--- config.mk ---
export PLATFORM = sky130hd
export DESIGN_NAME = truth_table_sweeper
export DESIGN_NICKNAME = d
export VERILOG_FILES = /design/src/rtl/sweeper_pkg.sv /design/src/rtl/truth_table_sweeper_hold_timer.sv /design/src/rtl/truth_table_sweeper.sv
export SDC_FILE = /design/constraint.sdc
export NUM_CORES = 1
export LEC_CHECK = 0
export ABC_AREA = 1
export CORE_MARGIN = 5
export CORE_UTILIZATION = 46
export CTS_BUF_LIST = sky130_fd_sc_hd__clkbuf_16
export CTS_CLUSTER_DIAMETER = 200
export DETAILED_ROUTE_END_ITERATION = 10
export PLACE_DENSITY = 0.79
export SYNTH_ARGS = -nofsm -noshare
export SYNTH_HDL_FRONTEND = slang
export SYNTH_SLANG_ARGS = --single-unit
--- constraint.sdc ---
create_clock -name clk -period 1.62 [get_ports clk]
set_clock_uncertainty 0.15 [all_clocks]
set_input_delay 0.324 -clock clk [delete_from_list [all_inputs] [get_ports clk]]
set_output_delay 0.324 -clock clk [all_outputs]
set_load 0.05 [all_outputs]
--- src/rtl/sweeper_pkg.sv ---
// Shared state encoding and hold-timer sizing helpers for truth_table_sweeper.
package sweeper_pkg;

    typedef enum logic [1:0] {
        ST_IDLE  = 2'd0,
        ST_DRIVE = 2'd1,
        ST_DONE  = 2'd2
    } state_t;

    localparam int HOLD_MIN = 2;
    localparam int HOLD_MAX = 255;

    function automatic bit hold_cycles_legal(input int hold);
        return (hold >= HOLD_MIN) && (hold <= HOLD_MAX);
    endfunction

    function automatic int hold_cnt_width(input int hold);
        return (hold <= 2) ? 1 : $clog2(hold);
    endfunction

endpackage

--- src/rtl/truth_table_sweeper_hold_timer.sv ---
// hold_timer: counts the cycles a stimulus vector has been held and flags the last one.
module hold_timer
    import sweeper_pkg::*;
#(
    parameter int HOLD_CYCLES = 20,
    parameter int CNT_W       = hold_cnt_width(HOLD_CYCLES)
) (
    input  logic clk,
    input  logic rst_n,
    input  logic clear,
    output logic last
);

    logic [CNT_W-1:0] hold_cnt;

    assign last = (hold_cnt == CNT_W'(HOLD_CYCLES - 1));

    // NOTE: sequential state uses non-blocking assignments so every register
    // samples pre-edge values, independent of block ordering.
    always_ff @(posedge clk or negedge rst_n) begin
        if (!rst_n) begin
            hold_cnt <= '0;
        end else if (clear || last) begin
            hold_cnt <= '0;
        end else begin
            hold_cnt <= hold_cnt + CNT_W'(1);
        end
    end

endmodule

--- src/rtl/truth_table_sweeper.sv ---
// truth_table_sweeper: sweeps all 2**N_IN input vectors into a logic block and
// captures its f/g outputs as truth tables. Optional checking via `SWEEP_COMPARE_EN.
module truth_table_sweeper
    import sweeper_pkg::*;
#(
    parameter int                     N_IN        = 4,
    parameter int                     HOLD_CYCLES = 20,
    parameter logic [(1<<N_IN)-1:0]   EXP_F       = '0,
    parameter logic [(1<<N_IN)-1:0]   EXP_G       = '0
) (
    input  logic                   clk,
    input  logic                   rst_n,
    input  logic                   start,
    input  logic                   abort,
    input  logic                   f_in,
    input  logic                   g_in,
    output logic [N_IN-1:0]        vec_out,
    output logic                   busy,
    output logic                   done,
    output logic [(1<<N_IN)-1:0]   tt_f,
    output logic [(1<<N_IN)-1:0]   tt_g,
    output logic                   mismatch,
    output logic [N_IN-1:0]        fail_idx
);

    if (!hold_cycles_legal(HOLD_CYCLES)) begin : g_bad_hold
        $error("truth_table_sweeper: HOLD_CYCLES must be within 2..255");
    end

    state_t state;
    logic   hold_last;
    logic   start_ok;
    logic   sample;

    assign start_ok = start && !abort && (state != ST_DRIVE);
    assign sample   = !abort && (state == ST_DRIVE) && hold_last;

    // Timer is held at zero outside DRIVE, so the first DRIVE cycle counts as hold 0.
    hold_timer #(
        .HOLD_CYCLES (HOLD_CYCLES)
    ) u_hold_timer (
        .clk   (clk),
        .rst_n (rst_n),
        .clear ((state != ST_DRIVE) || abort),
        .last  (hold_last)
    );

    always_ff @(posedge clk or negedge rst_n) begin
        if (!rst_n) begin
            state   <= ST_IDLE;
            vec_out <= '0;
            busy    <= 1'b0;
            done    <= 1'b0;
            tt_f    <= '0;
            tt_g    <= '0;
        end else if (abort) begin
            state   <= ST_IDLE;
            vec_out <= '0;
            busy    <= 1'b0;
            done    <= 1'b0;
        end else begin
            case (state)
                ST_IDLE, ST_DONE: begin
                    if (start_ok) begin
                        state   <= ST_DRIVE;
                        vec_out <= '0;
                        busy    <= 1'b1;
                        done    <= 1'b0;
                        tt_f    <= '0;
                        tt_g    <= '0;
                    end
                end
                ST_DRIVE: begin
                    if (sample) begin
                        tt_f[vec_out] <= f_in;
                        tt_g[vec_out] <= g_in;
                        if (&vec_out) begin
                            state <= ST_DONE;
                            busy  <= 1'b0;
                            done  <= 1'b1;
                        end else begin
                            vec_out <= vec_out + N_IN'(1);
                        end
                    end
                end
                default: state <= ST_IDLE;
            endcase
        end
    end

`ifdef SWEEP_COMPARE_EN
    // Sticky first-failure capture; survives abort, cleared only by a new sweep.
    always_ff @(posedge clk or negedge rst_n) begin
        if (!rst_n) begin
            mismatch <= 1'b0;
            fail_idx <= '0;
        end else if (start_ok) begin
            mismatch <= 1'b0;
            fail_idx <= '0;
        end else if (sample && !mismatch &&
                     ((f_in != EXP_F[vec_out]) || (g_in != EXP_G[vec_out]))) begin
            mismatch <= 1'b1;
            fail_idx <= vec_out;
        end
    end
`else
    logic unused_exp;
    assign unused_exp = ^{EXP_F, EXP_G};
    assign mismatch   = 1'b0;
    assign fail_idx   = '0;
`endif

endmodule
Yosys cells after proc, flatten, opt, wreduce, memory -nomap -nowiden
Index checks and enable logic that the tools add are counted.
- order comparisons: 2
- bitwise gates (word level): 1
- $add $sub $neg: 2
- mux-type cells: 30
- eq/ne operators: 10
- reduce and logical (&&, ||, !) cells: 17
- operator list (cell ; count):
    $pmux 16 s2 ; 2
    $mux 16 ; 3
    $bwmux 16 ; 2
    $mux 4 ; 4
    $reduce_and 4->1 ; 4
    $mux 1 ; 9
    $ne 3x3->1 const B ; 3
    $mux 2 ; 4
    $pmux 4 s2 ; 1
    $add 5x1->5 const B ; 1
    $eq 5x5->1 const B ; 1
    $logic_and 1x1->1 ; 5
    $lt 4x5->1 const B ; 1
    $mux 5 ; 1
    $add 4x1->4 const B ; 1
    $demux 1 s4 ; 1
    $ge 4x1->1 const B ; 1
    $ne 2x2->1 const B ; 2
    $pmux 1 s2 ; 2
    $pmux 2 s2 ; 1
    $ne 3x2->1 const B ; 1
    $reduce_and 3->1 ; 1
    $reduce_bool 3->1 ; 1
    $eq 2x1->1 const B ; 1
    8 further kinds ; 9
- bits in registers: 45
- output and inout port bits: 43
- input bits: 6
- logic and storage cells: 69

Depth between registers and ports, before layout
- word-level depth: 7
- depth in mapped cells: 9
- gate-level depth less buffers: 8

Cells and area by module
From an unflattened synthesis, not the netlist that was laid out.
- cell total of the unflattened synthesis: 258
- area total of the unflattened synthesis: 2235.9 um^2
- modules (own cells, without submodules) (module ; cells each ; area an instance (um^2) ; instances ; sequential area each (um^2)):
    truth_table_sweeper ; 228 ; 1978.1 ; 1 ; 1001.0
    hold_timer ; 30 ; 257.7 ; 1 ; 125.1

Worst setup path before layout
OpenSTA, ideal clock, no wires.
- path type: register to register
- from: register vec_out[0]
- to: register vec_out[0]
- buffers on the path: 0
- cell stages (with the launch flop): 9
- library setup time: 0.120 ns
- data arrival time: 1.544 ns
- required time: 1.350 ns
- clock period less this slack: 1.815 ns
- setup slack: -0.195 ns
- path through: dfrtp_1 > ha_1 > nand3_1 > inv_1 > nand2_1 > nand2_1 > nor2_1 > nand2_1 > nand2_1
- longest elaborated chain between the ends: 5
- elaborated cells on any way between the ends: 8
- those cells by class: add/sub (1); eq/ne (1); mux (4); reduce/logical (2)
- ends and longest elaborated chain (element ; line ; source):
    from (decl) ; truth_table_sweeper.sv:17 ; output logic [N_IN-1:0] vec_out,
    from (signal assigned) ; truth_table_sweeper.sv:82 ; vec_out <= vec_out + N_IN'(1);
    $add 4x1->4 ; truth_table_sweeper.sv:82 ;
    $mux 4 ; truth_table_sweeper.sv:77 ; if (&vec_out) begin
    $mux 4 ; truth_table_sweeper.sv:74 ; if (sample) begin
    $pmux 4 s2 ; truth_table_sweeper.sv:62 ; case (state)
    $mux 4 ; truth_table_sweeper.sv:56 ; end else if (abort) begin
Parallel ways exist; a longest one is shown, timed or not. The select of a mux whose other input is x is not followed.
A chain may end at the register's enable or synchronous reset.

Final worst setup path
- from: register u_hold_timer.hold_cnt[1]
- to: register tt_g[2]
- longest elaborated chain between the ends: 4
- ends and longest elaborated chain (element ; line ; source):
    from (decl) ; truth_table_sweeper_hold_timer.sv:14 ; logic [CNT_W-1:0] hold_cnt;
    from (signal assigned) ; truth_table_sweeper_hold_timer.sv:26 ; hold_cnt <= hold_cnt + CNT_W'(1);
    $eq 5x5->1 ; truth_table_sweeper_hold_timer.sv:16 ; assign last = (hold_cnt == CNT_W'(HOLD_CYCLES - 1));
    $logic_and 1x1->1 ; truth_table_sweeper.sv:36 ; assign sample = !abort && (state == ST_DRIVE) && hold_last;
    $ne 2x2->1 (no source line) ; n/a ;
    $reduce_and 4->1 (no source line) ; n/a ;
    to (signal, indexed assignment) ; truth_table_sweeper.sv:76 ; tt_g[vec_out] <= g_in;
    to (decl) ; truth_table_sweeper.sv:21 ; output logic [(1<<N_IN)-1:0] tt_g,
Every way passes these cells.

==> flow_metrics.tcl <==
set metrics [dict create \
    status "finished, violations left" \
    violations "setup timing" \
    via_per_inst 5.26 \
    r2r_slack_ps -40 \
    hold_class "reg2reg" \
    synth.area.mux_share 0 \
    vias 2366 \
    rsz0062_at_grt "yes" \
    min_path_cells 2 \
    die_area_um2 6600 \
    synth-main-ff-cell "dfrtp_1" \
    end_kind "register" \
    syn_avg_cell_area_um2 7.46 \
    netlist_area_um2 2330 \
    cp.required_ps 1650 \
    r2r_end "tt_g[2]" \
    drive_above_1_share 0.279 \
    grt_pass1_wl_um 9890 \
    insertedDiodeCount 0 \
    pin_count 49 \
    drv_slew 0 \
    fin_crit_ps 1660 \
    yosysTopAreaCell "dfrtp_1" \
    grt_overflow 0 \
    synth_compound_area_frac 0.0118 \
    core.rowCount 26 \
    crit_path_start_kind "register" \
    vdd_drop_max_uv 760 \
    synth_area_leaders "dfrtp_1, nand2_1, nand3_1" \
    cts_num_sinks 45 \
    synth_cell_types 20 \
    synth_top_family_by_area "simple AND/OR/NAND/NOR gates" \
    netlist_instances 313 \
    synth-edff-count 0 \
    fp.coreArea_um2 5010 \
    cts_made_buffers 5 \
    ant_nets 0 \
    cp_num_cells 9 \
    synth.most_common_cell "nand2_1" \
    cp_top_family "simple AND/OR/NAND/NOR gates" \
    clock_latency_ps 290 \
    critical_path_buf_inv_count 1 \
    critPathKind "reg2reg" \
    fin_ws_ps -42.0 \
    seq_area_frac_synth 0.483 \
    drc_errors 0 \
    critPathArrivalTime_ps 1690 \
    htreeDepth 2 \
    power.density_nw_per_um2 987 \
    place.gp.congestion 0.834 \
    reg2reg_from "u_hold_timer.hold_cnt[1]" \
    dpl_worst_slack_ps -298 \
    ff2ff_path_depth 9 \
    die_h_um 81.2 \
    yosysWarnings 0 \
    wl_per_cell_um 15.0 \
    maxCapViolCount 0 \
    yosys_register_bits 45 \
    cts_tree "done" \
    antenna_found_initial 0 \
    holdPathEnd "tt_f[6]" \
    leakage_nw 2.01 \
    drtIter0Drc 279 \
    grt_max_degree 46 \
    crit_fanout 6 \
    netlist.area_leader.share 0.483 \
    cpMaxStageDelayCell "dfrtp_1" \
    first_global_vias 2214 \
    fin_crit_sh 1.03 \
    cts_max_path_buffers 2 \
    path_cells "ha_4 -> nand2_1 -> nor2_2 -> nand2_4 -> nand2_8 -> buf_12 -> nand2_2 -> nand2_1 -> nand2_1" \
    synth-simple-area-share 0.372 \
    crit_top_cell "nand2_1" \
    finalNetCount 390 \
    path_clk_slew_ps 60 \
    grt_usage 0.196 \
    io_buffers 43 \
    synthAdderAreaFrac 0.0268 \
    synth-xor-area-share 0.00751 \
    dr.pass1.iters 5 \
    die_w_um 81.2 \
    clockRootBuffer "clkbuf_16" \
    max_freq_mhz 602 \
    whs_ps 386 \
    async_reset_ff_frac 1.00 \
    areaGrowthSynthToFinish_pct 60.5 \
    hold_start "tt_f[6]" \
    wirelength_um 6750 \
    start_util 0.466 \
    hold_viol 0 \
    slowest_delay_ps 420 \
    fill_cells 321 \
    hpwl_um 4330 \
    synthTopCellsByCount "nand2_1, nand3_1, dfrtp_1" \
    setup_viol 6 \
]
-- cells by family (layout without fill, tap and decap cells) --
family | count (synthesis) | after routing
simple gates | 208 | 208
xor+xnor | 2 | 2
flops | 45 | 45
other cells | 1 | 5
buf+inv | 47 | 110
compound gates | 5 | 5
fa+ha+maj | 5 | 5
-- final cells by class --
| type | count | area (um2) | share of cell area |
|---|---|---|---|
| clock buffers | 5 | 125 | 0.0334 |
| clock inverters | 3 | 65.1 | 0.0174 |
| inverters | 31 | 116 | 0.0311 |
| multi-input cells | 225 | 1100 | 0.294 |
| flip-flops and latches | 45 | 1130 | 0.302 |
| well taps | 70 | 87.6 | 0.0234 |
| repair buffers | 71 | 1120 | 0.299 |
-- where the power goes --
group	internal, W	switching (W)
Clock	0.000881	0.000435
Sequential	0.00119	0.0000823
Combinational	0.000465	0.000645
-- layer usage --
layer,wire length [um],track usage,share of wire,up-vias
met5,0,0,0,-
met4,277,0.105,0.041,0
met3,487,0.0466,0.072,32
met2,3490,0.342,0.52,125
met1,2500,0.222,0.37,1112
li1,-,-,-,1097
-- cells in the final DEF (no fill, tap or decap), drive strengths merged, types with 3 or more instances in the layout --
| cell | Yosys | layout |
|---|---|---|
| conb | 1 | 5 |
| nand2 | 136 | 136 |
| inv | 31 | 31 |
| clkdlybuf4s50 | 0 | 3 |
| nand3 | 52 | 52 |
| ha | 5 | 5 |
| clkbuf | 0 | 7 |
| nor2 | 17 | 17 |
| buf | 16 | 64 |
| dfrtp | 45 | 45 |
-- tightest hold or removal path, cell delays in order (launching register included) --
cell and delay [ps]:
dfrtp_1 390, nand2_1 70, nand2_1 50
-- worst max path at each step --
stage / from / to / slack, ps
2_1_floorplan: vec_out[0] / vec_out[0] / 30
3_3_place_gp: abort / vec_out[2] / -240
3_5_place_dp: abort / vec_out[2] / -300
4_1_cts: u_hold_timer.hold_cnt[0] / tt_f[4] / -5
5_1_grt: u_hold_timer.hold_cnt[1] / tt_g[11] / -110
6_report: u_hold_timer.hold_cnt[1] / tt_g[2] / -40
-- timing repair --
item	4_1_cts	5_1_grt
setup endpoints to repair	28	38
hold endpoints to repair	45	0
pin swaps	0	8
gates cloned	1	3
hold buffers	1	0
resized for setup	1	29
buffers inserted	1	5
-- through the flow --
step / std cells / utilization / power (W) / setup TNS, ps / cell area, um2
floorplan: 317 / - / 0.00181 / 0 / 2360
global placement: 431 / 0.661 / 0.00223 / -6890 / 3310
detailed placement: 431 / 0.661 / 0.00226 / -8930 / 3310
CTS: 442 / 0.710 / 0.00359 / -7.08 / 3550
global route: 450 / 0.748 / 0.00383 / -1540 / 3740
finish: 450 / 0.748 / 0.00370 / -97.8 / 3740
-- registers in the layout (all words and copies together) (netlist names) --
register,flops
tt_f,16
tt_g,16
state,2
u_hold_timer.hold_cnt,5
vec_out,4
done,1
busy,1
(Power assumes the default switching activity.)
